### src/rtl/pipe_stage_skid_if.sv
`default_nettype none
// +----------------------------------------------------------------------------+
// | Module   : pipe_stage_skid_if                                              |
// | Brief    : Valid/ready bus bundle for the pipe_stage_skid register stage.  |
// | Revision : 1.0                                                             |
// +----------------------------------------------------------------------------+
interface pipe_stage_skid_if #(
    parameter int DATA_W = 64,
    parameter int CTRL_W = 8,
    parameter int CNT_W  = 16
);
    logic              flush;
    logic              in_valid;
    logic              in_ready;
    logic [CTRL_W-1:0] in_ctrl;
    logic [DATA_W-1:0] in_data;
    logic              out_valid;
    logic              out_ready;
    logic [CTRL_W-1:0] out_ctrl;
    logic [DATA_W-1:0] out_data;
    logic [1:0]        occupancy;
    logic [CNT_W-1:0]  stall_cnt;

    modport master (
        output flush, in_valid, in_ctrl, in_data, out_ready,
        input  in_ready, out_valid, out_ctrl, out_data, occupancy, stall_cnt
    );

    modport slave (
        input  flush, in_valid, in_ctrl, in_data, out_ready,
        output in_ready, out_valid, out_ctrl, out_data, occupancy, stall_cnt
    );
endinterface
`default_nettype wire

### src/rtl/pipe_stage_skid.sv
`default_nettype none
// +----------------------------------------------------------------------------+
// | Module   : pipe_stage_skid                                                 |
// | Brief    : Two-entry (MAIN + SKID) fully registered pipeline stage with    |
// |            flush, bubble insertion and a saturating stall counter.         |
// | Revision : 1.0                                                             |
// +----------------------------------------------------------------------------+
module pipe_stage_skid #(
    parameter int              DATA_W     = 64,
    parameter int              CTRL_W     = 8,
    parameter logic [DATA_W-1:0] PRESET_VAL = '0,
    parameter int              CNT_W      = 16
) (
    input  wire               clk,
    input  wire               srst,
    pipe_stage_skid_if.slave  bus
);
    localparam logic [CNT_W-1:0] c_stall_max = '1;

    logic              r_main_valid;
    logic [CTRL_W-1:0] r_main_ctrl;
    logic [DATA_W-1:0] r_main_data;
    logic              r_skid_valid;
    logic [CTRL_W-1:0] r_skid_ctrl;
    logic [DATA_W-1:0] r_skid_data;
    logic [CNT_W-1:0]  r_stall_cnt;

    logic w_push;
    logic w_pop;

    assign w_push = bus.in_valid & ~r_skid_valid;
    assign w_pop  = r_main_valid & bus.out_ready;

    always_ff @(posedge clk) begin
        if (srst) begin
            r_main_valid <= 1'b0;
            r_main_ctrl  <= '0;
            r_main_data  <= PRESET_VAL;
            r_skid_valid <= 1'b0;
            r_skid_ctrl  <= '0;
            r_skid_data  <= PRESET_VAL;
            r_stall_cnt  <= '0;
        end else begin
            if (r_main_valid && !bus.out_ready && r_stall_cnt != c_stall_max) begin
                r_stall_cnt <= r_stall_cnt + 1'b1;
            end

            if (bus.flush) begin
                // Data fields keep their values so out_data still holds the last head.
                r_main_valid <= 1'b0;
                r_main_ctrl  <= '0;
                r_skid_valid <= 1'b0;
                r_skid_ctrl  <= '0;
            end else if (r_skid_valid) begin
                if (w_pop) begin
                    r_main_ctrl  <= r_skid_ctrl;
                    r_main_data  <= r_skid_data;
                    r_skid_valid <= 1'b0;
                    r_skid_ctrl  <= '0;
                end
            end else if (r_main_valid) begin
                if (w_push && w_pop) begin
                    r_main_ctrl <= bus.in_ctrl;
                    r_main_data <= bus.in_data;
                end else if (w_push) begin
                    r_skid_valid <= 1'b1;
                    r_skid_ctrl  <= bus.in_ctrl;
                    r_skid_data  <= bus.in_data;
                end else if (w_pop) begin
                    // Zero the ctrl so the emptied head presents a bubble.
                    r_main_valid <= 1'b0;
                    r_main_ctrl  <= '0;
                end
            end else if (w_push) begin
                r_main_valid <= 1'b1;
                r_main_ctrl  <= bus.in_ctrl;
                r_main_data  <= bus.in_data;
            end
        end
    end

    assign bus.out_valid = r_main_valid;
    assign bus.in_ready  = ~r_skid_valid;
    assign bus.out_ctrl  = r_main_ctrl;
    assign bus.out_data  = r_main_data;
    assign bus.occupancy = {1'b0, r_main_valid} + {1'b0, r_skid_valid};
    assign bus.stall_cnt = r_stall_cnt;

endmodule
`default_nettype wire

### src/flat_wrapper.sv
// flat-port wrapper written by rule: the top's interface ports become plain ports
module pipe_stage_skid_flat 
#(
    parameter int              DATA_W     = 64,
    parameter int              CTRL_W     = 8,
    parameter logic [DATA_W-1:0] PRESET_VAL = '0,
    parameter int              CNT_W      = 16
)
  (clk, srst, bus_flush, bus_in_valid, bus_in_ctrl, bus_in_data, bus_out_ready, bus_in_ready, bus_out_valid, bus_out_ctrl, bus_out_data, bus_occupancy, bus_stall_cnt);
  pipe_stage_skid_if #(.DATA_W(DATA_W), .CTRL_W(CTRL_W), .CNT_W(CNT_W)) bus_i ();
  input  wire clk;
  input  wire srst;
  input wire logic [$bits(bus_i.flush)-1:0] bus_flush;
  input wire logic [$bits(bus_i.in_valid)-1:0] bus_in_valid;
  input wire logic [$bits(bus_i.in_ctrl)-1:0] bus_in_ctrl;
  input wire logic [$bits(bus_i.in_data)-1:0] bus_in_data;
  input wire logic [$bits(bus_i.out_ready)-1:0] bus_out_ready;
  output wire logic [$bits(bus_i.in_ready)-1:0] bus_in_ready;
  output wire logic [$bits(bus_i.out_valid)-1:0] bus_out_valid;
  output wire logic [$bits(bus_i.out_ctrl)-1:0] bus_out_ctrl;
  output wire logic [$bits(bus_i.out_data)-1:0] bus_out_data;
  output wire logic [$bits(bus_i.occupancy)-1:0] bus_occupancy;
  output wire logic [$bits(bus_i.stall_cnt)-1:0] bus_stall_cnt;
  assign bus_i.flush = bus_flush;
  assign bus_i.in_valid = bus_in_valid;
  assign bus_i.in_ctrl = bus_in_ctrl;
  assign bus_i.in_data = bus_in_data;
  assign bus_i.out_ready = bus_out_ready;
  assign bus_in_ready = bus_i.in_ready;
  assign bus_out_valid = bus_i.out_valid;
  assign bus_out_ctrl = bus_i.out_ctrl;
  assign bus_out_data = bus_i.out_data;
  assign bus_occupancy = bus_i.occupancy;
  assign bus_stall_cnt = bus_i.stall_cnt;
  pipe_stage_skid #(.DATA_W(DATA_W), .CTRL_W(CTRL_W), .PRESET_VAL(PRESET_VAL), .CNT_W(CNT_W)) u_core (.clk(clk), .srst(srst), .bus(bus_i));
endmodule
### config.mk
export PLATFORM = sky130hd
export DESIGN_NAME = pipe_stage_skid_flat
export DESIGN_NICKNAME = d
export VERILOG_FILES = /design/src/rtl/pipe_stage_skid_if.sv /design/src/rtl/pipe_stage_skid.sv /design/src/flat_wrapper.sv
export SDC_FILE = /design/constraint.sdc
export NUM_CORES = 1
export LEC_CHECK = 0
export ABC_AREA = 1
export BUFFER_PORTS_ARGS = -buffer_cell sky130_fd_sc_hd__buf_2
export CORE_ASPECT_RATIO = 2
export CORE_UTILIZATION = 54
export DETAILED_ROUTE_END_ITERATION = 10
export PLACE_DENSITY = 0.89
export SYNTH_ARGS = -nofsm -noshare
export SYNTH_HDL_FRONTEND = slang
export SYNTH_SLANG_ARGS = --single-unit
### constraint.sdc
create_clock -name clk -period 2.7 [get_ports clk]
set_clock_uncertainty 0.2 [all_clocks]
set_input_delay 0.405 -clock clk [delete_from_list [all_inputs] [get_ports clk]]
set_output_delay 0.405 -clock clk [all_outputs]
set_load 0.01 [all_outputs]
### After elaboration in Yosys (flattened, before gate mapping)

Index checks and enable logic that the tools add are counted.

* multiplexer cells: 23
* bitwise operators: 5
* equality and inequality tests: 6
* reductions and logical operators: 12
* add/subtract/negate cells: 2

Operators with widths (count)
* $mux 64: 5
* $mux 8: 10
* $add 16x1->16 const B: 1
* $ne 16x16->1 const B: 1
* $reduce_and 4->1: 3
* $mux 1: 8
* $ne 3x3->1 const B: 2
* $reduce_and 5->1: 1
* $ne 4x4->1 const B: 1
* $reduce_bool 2->1: 2
* $logic_and 1x1->1: 3
* $not 1->1: 3
* $reduce_bool 3->1: 1
* $add 1x1->2: 1
* $and 1x1->1: 2
* $ne 2x1->1 const B: 1
* $ne 2x2->1 const B: 1
* $reduce_or 2->1: 1
* $logic_not 1->1: 1

* input bits: 77
* logic and storage cells: 55
* output and inout port bits: 92
* register bits after elaboration: 162

### Longest topological paths before layout

* depth after elaboration: 6
* depth in mapped cells: 14
* mapped depth without buffers: 10

### Worst setup path after synthesis

OpenSTA, ideal clock, no wires.

* path type: flip-flop to flip-flop
* from: register u_core.r_skid_valid
* to: register u_core.r_main_ctrl[3], in the netlist u_core.bus.out_ctrl[3]
* buffers on the path: 4
* stages on the path, launching flop included: 12
* data required time: 2.387 ns
* period minus slack after synthesis: 1.985 ns
* arrival time: 1.673 ns
* setup time: 0.113 ns
* slack: 0.715 ns
* cells stage by stage: dfxtp_1 > buf_4 > inv_4 > buf_2 > buf_2 > ha_1 > nand4_1 > nand4_1 > buf_2 > nand2_1 > nand2_1 > nor2_1

* longest elaborated chain between the ends: 6
* elaborated cells between the ends (all ways): 11
* those cells by class: 3 x eq/ne; 3 x mux; 2 x bitwise; 3 x reduce/logical

RTL lines
* start: declaration: RTL line pipe_stage_skid.sv:23 `logic r_skid_valid;`
* start signal: assignment: RTL line pipe_stage_skid.sv:39 `r_skid_valid <= 1'b0;`
* start signal: assignment: RTL line pipe_stage_skid.sv:52 `r_skid_valid <= 1'b0;`
* start signal: assignment: RTL line pipe_stage_skid.sv:58 `r_skid_valid <= 1'b0;`
* $not 1->1 (*)
* via bus_in_ready: RTL line flat_wrapper.sv:18 `output wire logic [$bits(bus_i.in_ready)-1:0] bus_in_ready;`
* $and 1x1->1 (*): RTL line pipe_stage_skid.sv:31 `assign w_push = bus.in_valid & ~r_skid_valid;`
* $logic_and 1x1->1: RTL line pipe_stage_skid.sv:62 `if (w_push && w_pop) begin`
* $mux 8: RTL line pipe_stage_skid.sv:62
* $mux 8: RTL line pipe_stage_skid.sv:61 `end else if (r_main_valid) begin`
* $mux 8: RTL line pipe_stage_skid.sv:54 `end else if (r_skid_valid) begin`
* end signal: assignment: RTL line pipe_stage_skid.sv:56 `r_main_ctrl <= r_skid_ctrl;`
* end signal: assignment: RTL line pipe_stage_skid.sv:63 `r_main_ctrl <= bus.in_ctrl;`
* end signal: assignment: RTL line pipe_stage_skid.sv:76 `r_main_ctrl <= bus.in_ctrl;`
* end: declaration: RTL line pipe_stage_skid.sv:21 `logic [CTRL_W-1:0] r_main_ctrl;`

Mark *: on every way through the listed nets, which the timed path passes. The rest lies on a longest branch.
A chain may end at the register's enable or synchronous reset.

### Worst setup path after layout

* from: register u_core.r_skid_valid
* to: output bus_in_ready

* longest elaborated chain between the ends: 1

RTL lines
* $not 1->1: RTL line pipe_stage_skid.sv:83 `assign bus.in_ready = ~r_skid_valid;`
* end: declaration: RTL line flat_wrapper.sv:18

Every way passes these cells.

==> results.py <==
metrics = {
    "final_layout": {
        "fin_nets": 1254,
        "drive_gt1_share_pct": 19.32,
        "syn2layout_area_growth_pct": 19.66,
    },
    "yosys": {
        "syn_area_sq_um": 7161,
        "synthAdderAreaFrac_pct": 0.6989,
        "synthTopCellsByCount": "nand2_1, dfxtp_1, a21oi_1",
        "avgSynthCellArea_sq_um": 6.885,
        "synth_top_area_cell": "dfxtp_1",
        "synth_xor_xnor_area_share_pct": 0.7339,
        "synth_flop_cell": "dfxtp_1",
        "synth_compound_area_share_pct": 17.51,
        "synth_nets": 1121,
        "ys_types": 23,
        "syn_inst": 1040,
        "synth_top_area_share_pct": 45.29,
        "synthTopCellsByArea": "dfxtp_1, nand2_1, a21oi_1",
        "ys_seq_area_share_pct": 45.29,
        "yosys_warnings": 0,
        "synth_top_family_by_area": "simple AND/OR/NAND/NOR gates",
        "synth-simple-area-share_pct": 25.11,
        "synthArstFlopShare_pct": 0,
        "synth-seq-cells": 162,
        "muxShareOfSynthArea_pct": 0,
        "synth_most_common_cell": "nand2_1",
        "synth_edf_count": 0,
    },
    "power_and_ir_drop": {
        "ir_worst_vdd_mv": 0.5931,
        "p_leak_nw": 3.832,
        "power_density_nw_per_um2": 630.6,
    },
    "cts": {
        "clock_latency_ns": 0.40,
        "cts_made_buffers": 17,
        "clock_sinks": 162,
        "path_clk_slew_ns": 0.06,
        "cts_tree": "yes",
        "cts_hold_buf": 0,
        "cts_setup_buffers": 0,
        "htreeDepth": 4,
        "cts_resized": 0,
        "cts_root_buffer": "clkbuf_16",
        "clock_path_buffers": 2,
    },
    "detailed_routing": {
        "wire_per_inst_um": 13.74,
        "antenna_left": 0,
        "num_vias": 7154,
        "drtIter0Drc": 417,
        "vias_per_cell": 5.331,
        "drc": 0,
        "first_pass_iters": 6,
        "finalWirelength_mm": 18.44,
    },
    "place": {
        "hpwl_mm": 12.23,
        "io_buffers": 168,
        "place.gp.congestion": 0.9008,
    },
    "timing": {
        "hold_violations": 0,
        "tightest_slew_ns": 0.8685,
        "finalSetupViolations": 0,
        "fin_tns_setup_ns": 0,
        "period_needed_ns": 2.386,
        "drv_slew": 0,
        "fmax_mhz": 419.2,
        "hold_ws_ns": 0.06915,
        "finalCritPeriodShare_pct": 88.35,
        "rsz0062_at_grt": "false",
        "relSlewSlack_pct": 42.10,
    },
    "global_route": {
        "global_route.usage.total_pct": 26.51,
        "grt-ovfl-total": 0,
        "grt_pass1_wl_mm": 29.66,
        "antenna_found_initial": 4,
        "grt_pass1_vias": 6582,
        "grt_max_degree": 84,
    },
    "setup_path": {
        "cp_top_family": "buffers and inverters",
        "cp_slowest_cell": "buf_4",
        "worst-path-buf-inv": 3,
        "crit_fanout": 83,
        "cp-end-kind": "output port",
        "crit_chain": "inv_4 > buf_4 > buf_2",
        "arrival_ns": 1.78,
        "worst_ep_required_time_ns": 2.10,
        "crit_type": "reg -> out",
        "slowest_delay_ns": 0.66,
        "cp-start-kind": "flop",
    },
    "floorplan": {
        "dieArea_sq_um": 13750,
        "num_rows": 59,
        "die_h_um": 164.9,
        "pin_count": 169,
        "die_x_um": 83.43,
        "initial_utilization_pct": 55.11,
        "coreArea_sq_um": 12990,
    },
    "hold_path": {
        "holdCritPathClass": "in -> reg",
    },
    "outcome": {
        "outcome": "complete, no violations",
    },
    "job": {
        "drv_cap": 0,
    },
}
[sequential cells by signal (all words and copies together) (netlist names)]
| register | cells |
|---|---|
| u_core.bus.out_data | 64 |
| u_core.bus.out_ctrl | 8 |
| u_core.bus.out_valid | 1 |
| u_core.r_skid_data | 64 |
| u_core.bus.stall_cnt | 16 |
| u_core.r_skid_ctrl | 8 |
| u_core.r_skid_valid | 1 |
[cells in the final DEF (no fill, tap or decap)]
master	n
bufinv_16	1
diode_2	5
clkinvlp_4	4
nand2_1	321
buf_2	168
a21oi_1	150
a211oi_1	1
clkbuf_8	5
o21bai_1	1
nand2_2	2
nand3_4	1
inv_1	97
xnor2_1	2
buf_4	14
nor2_1	45
inv_4	1
ha_1	4
inv_2	7
buf_12	1
clkinv_4	1
o21ai_1	66
clkbuf_16	17
inv_6	3
dfxtp_1	161
xor2_1	4
o21ai_0	29
nand3_1	65
nor2_4	3
o22ai_1	2
nand4_1	8
dfxtp_2	1
[worst reg2reg max path, stage by stage, from the launching register on]
cell,delay (ns)
dfxtp_1,0.46
inv_2,0.11
nor2_4,0.13
inv_2,0.10
nor2_4,0.12
buf_4,0.50
nand3_1,0.18
a21oi_1,0.21
[worst paths after layout]
path              slack, ns                 endpoint  depth (start not counted)                    start
setup / recovery       0.31             bus_in_ready                          3      u_core.r_skid_valid
hold / removal         0.07    u_core.r_skid_ctrl[5]                          3           bus_in_ctrl[5]
setup reg to reg       0.60   u_core.r_skid_data[18]                          7     u_core.bus.out_valid
hold reg to reg        0.24  u_core.bus.out_data[14]                          2  u_core.bus.out_data[14]
[routing by layer]
metal | routed length, um | share of wire [%] | vias to the layer above | global-route usage (%)
met1 | 6972 | 38 | 3279 | 27.42
met4 | 760 | 4.1 | 0 | 17.41
met2 | 9896 | 54 | 233 | 48.88
met3 | 811 | 4.4 | 51 | 4.448
met5 | 0 | 0 | - | 0
li1 | - | - | 3591 | -
[where the power goes]
part / switching [W] / internal, W / total [W]
logic: 0.000324 / 0.000196 / 0.000520
clock network: 0.000958 / 0.00140 / 0.00236
registers: 0.0000477 / 0.00248 / 0.00253
[per-stage QoR]
stage                     cell area (sq um)  utilization [%]  std cells  setup slack [ns]  total power (W)
after floorplan                        7161                -       1040            0.7146         0.002887
after global placement                 7966            61.32       1306            0.6598         0.003082
after detailed placement               7966            61.32       1306            0.6029         0.003097
after CTS                              8556            65.85       1337            0.3064         0.005443
after global routing                   8566            65.93       1341            0.2348         0.005618
final                                  8568            65.95       1342            0.3144         0.005403
[cell families (layout without fill, tap and decap cells)]
family,count (synthesis),count (layout)
simple gates,445,445
flops,162,162
other cells,0,5
buf+inv,174,319
xor+xnor,6,6
fa+ha+maj,4,4
compound gates,249,249
[layout make-up]
cell class	instances	area [sq um]
flip-flops and latches	162	3244
well taps	152	190.2
repair buffers	183	965.9
diodes	5	12.51
clock buffers	22	494.2
clock inverters	9	95.09
inverters	105	396.6
multi-input cells	704	3169
fillers	1154	4424
Power figures use the tool's default switching activity.
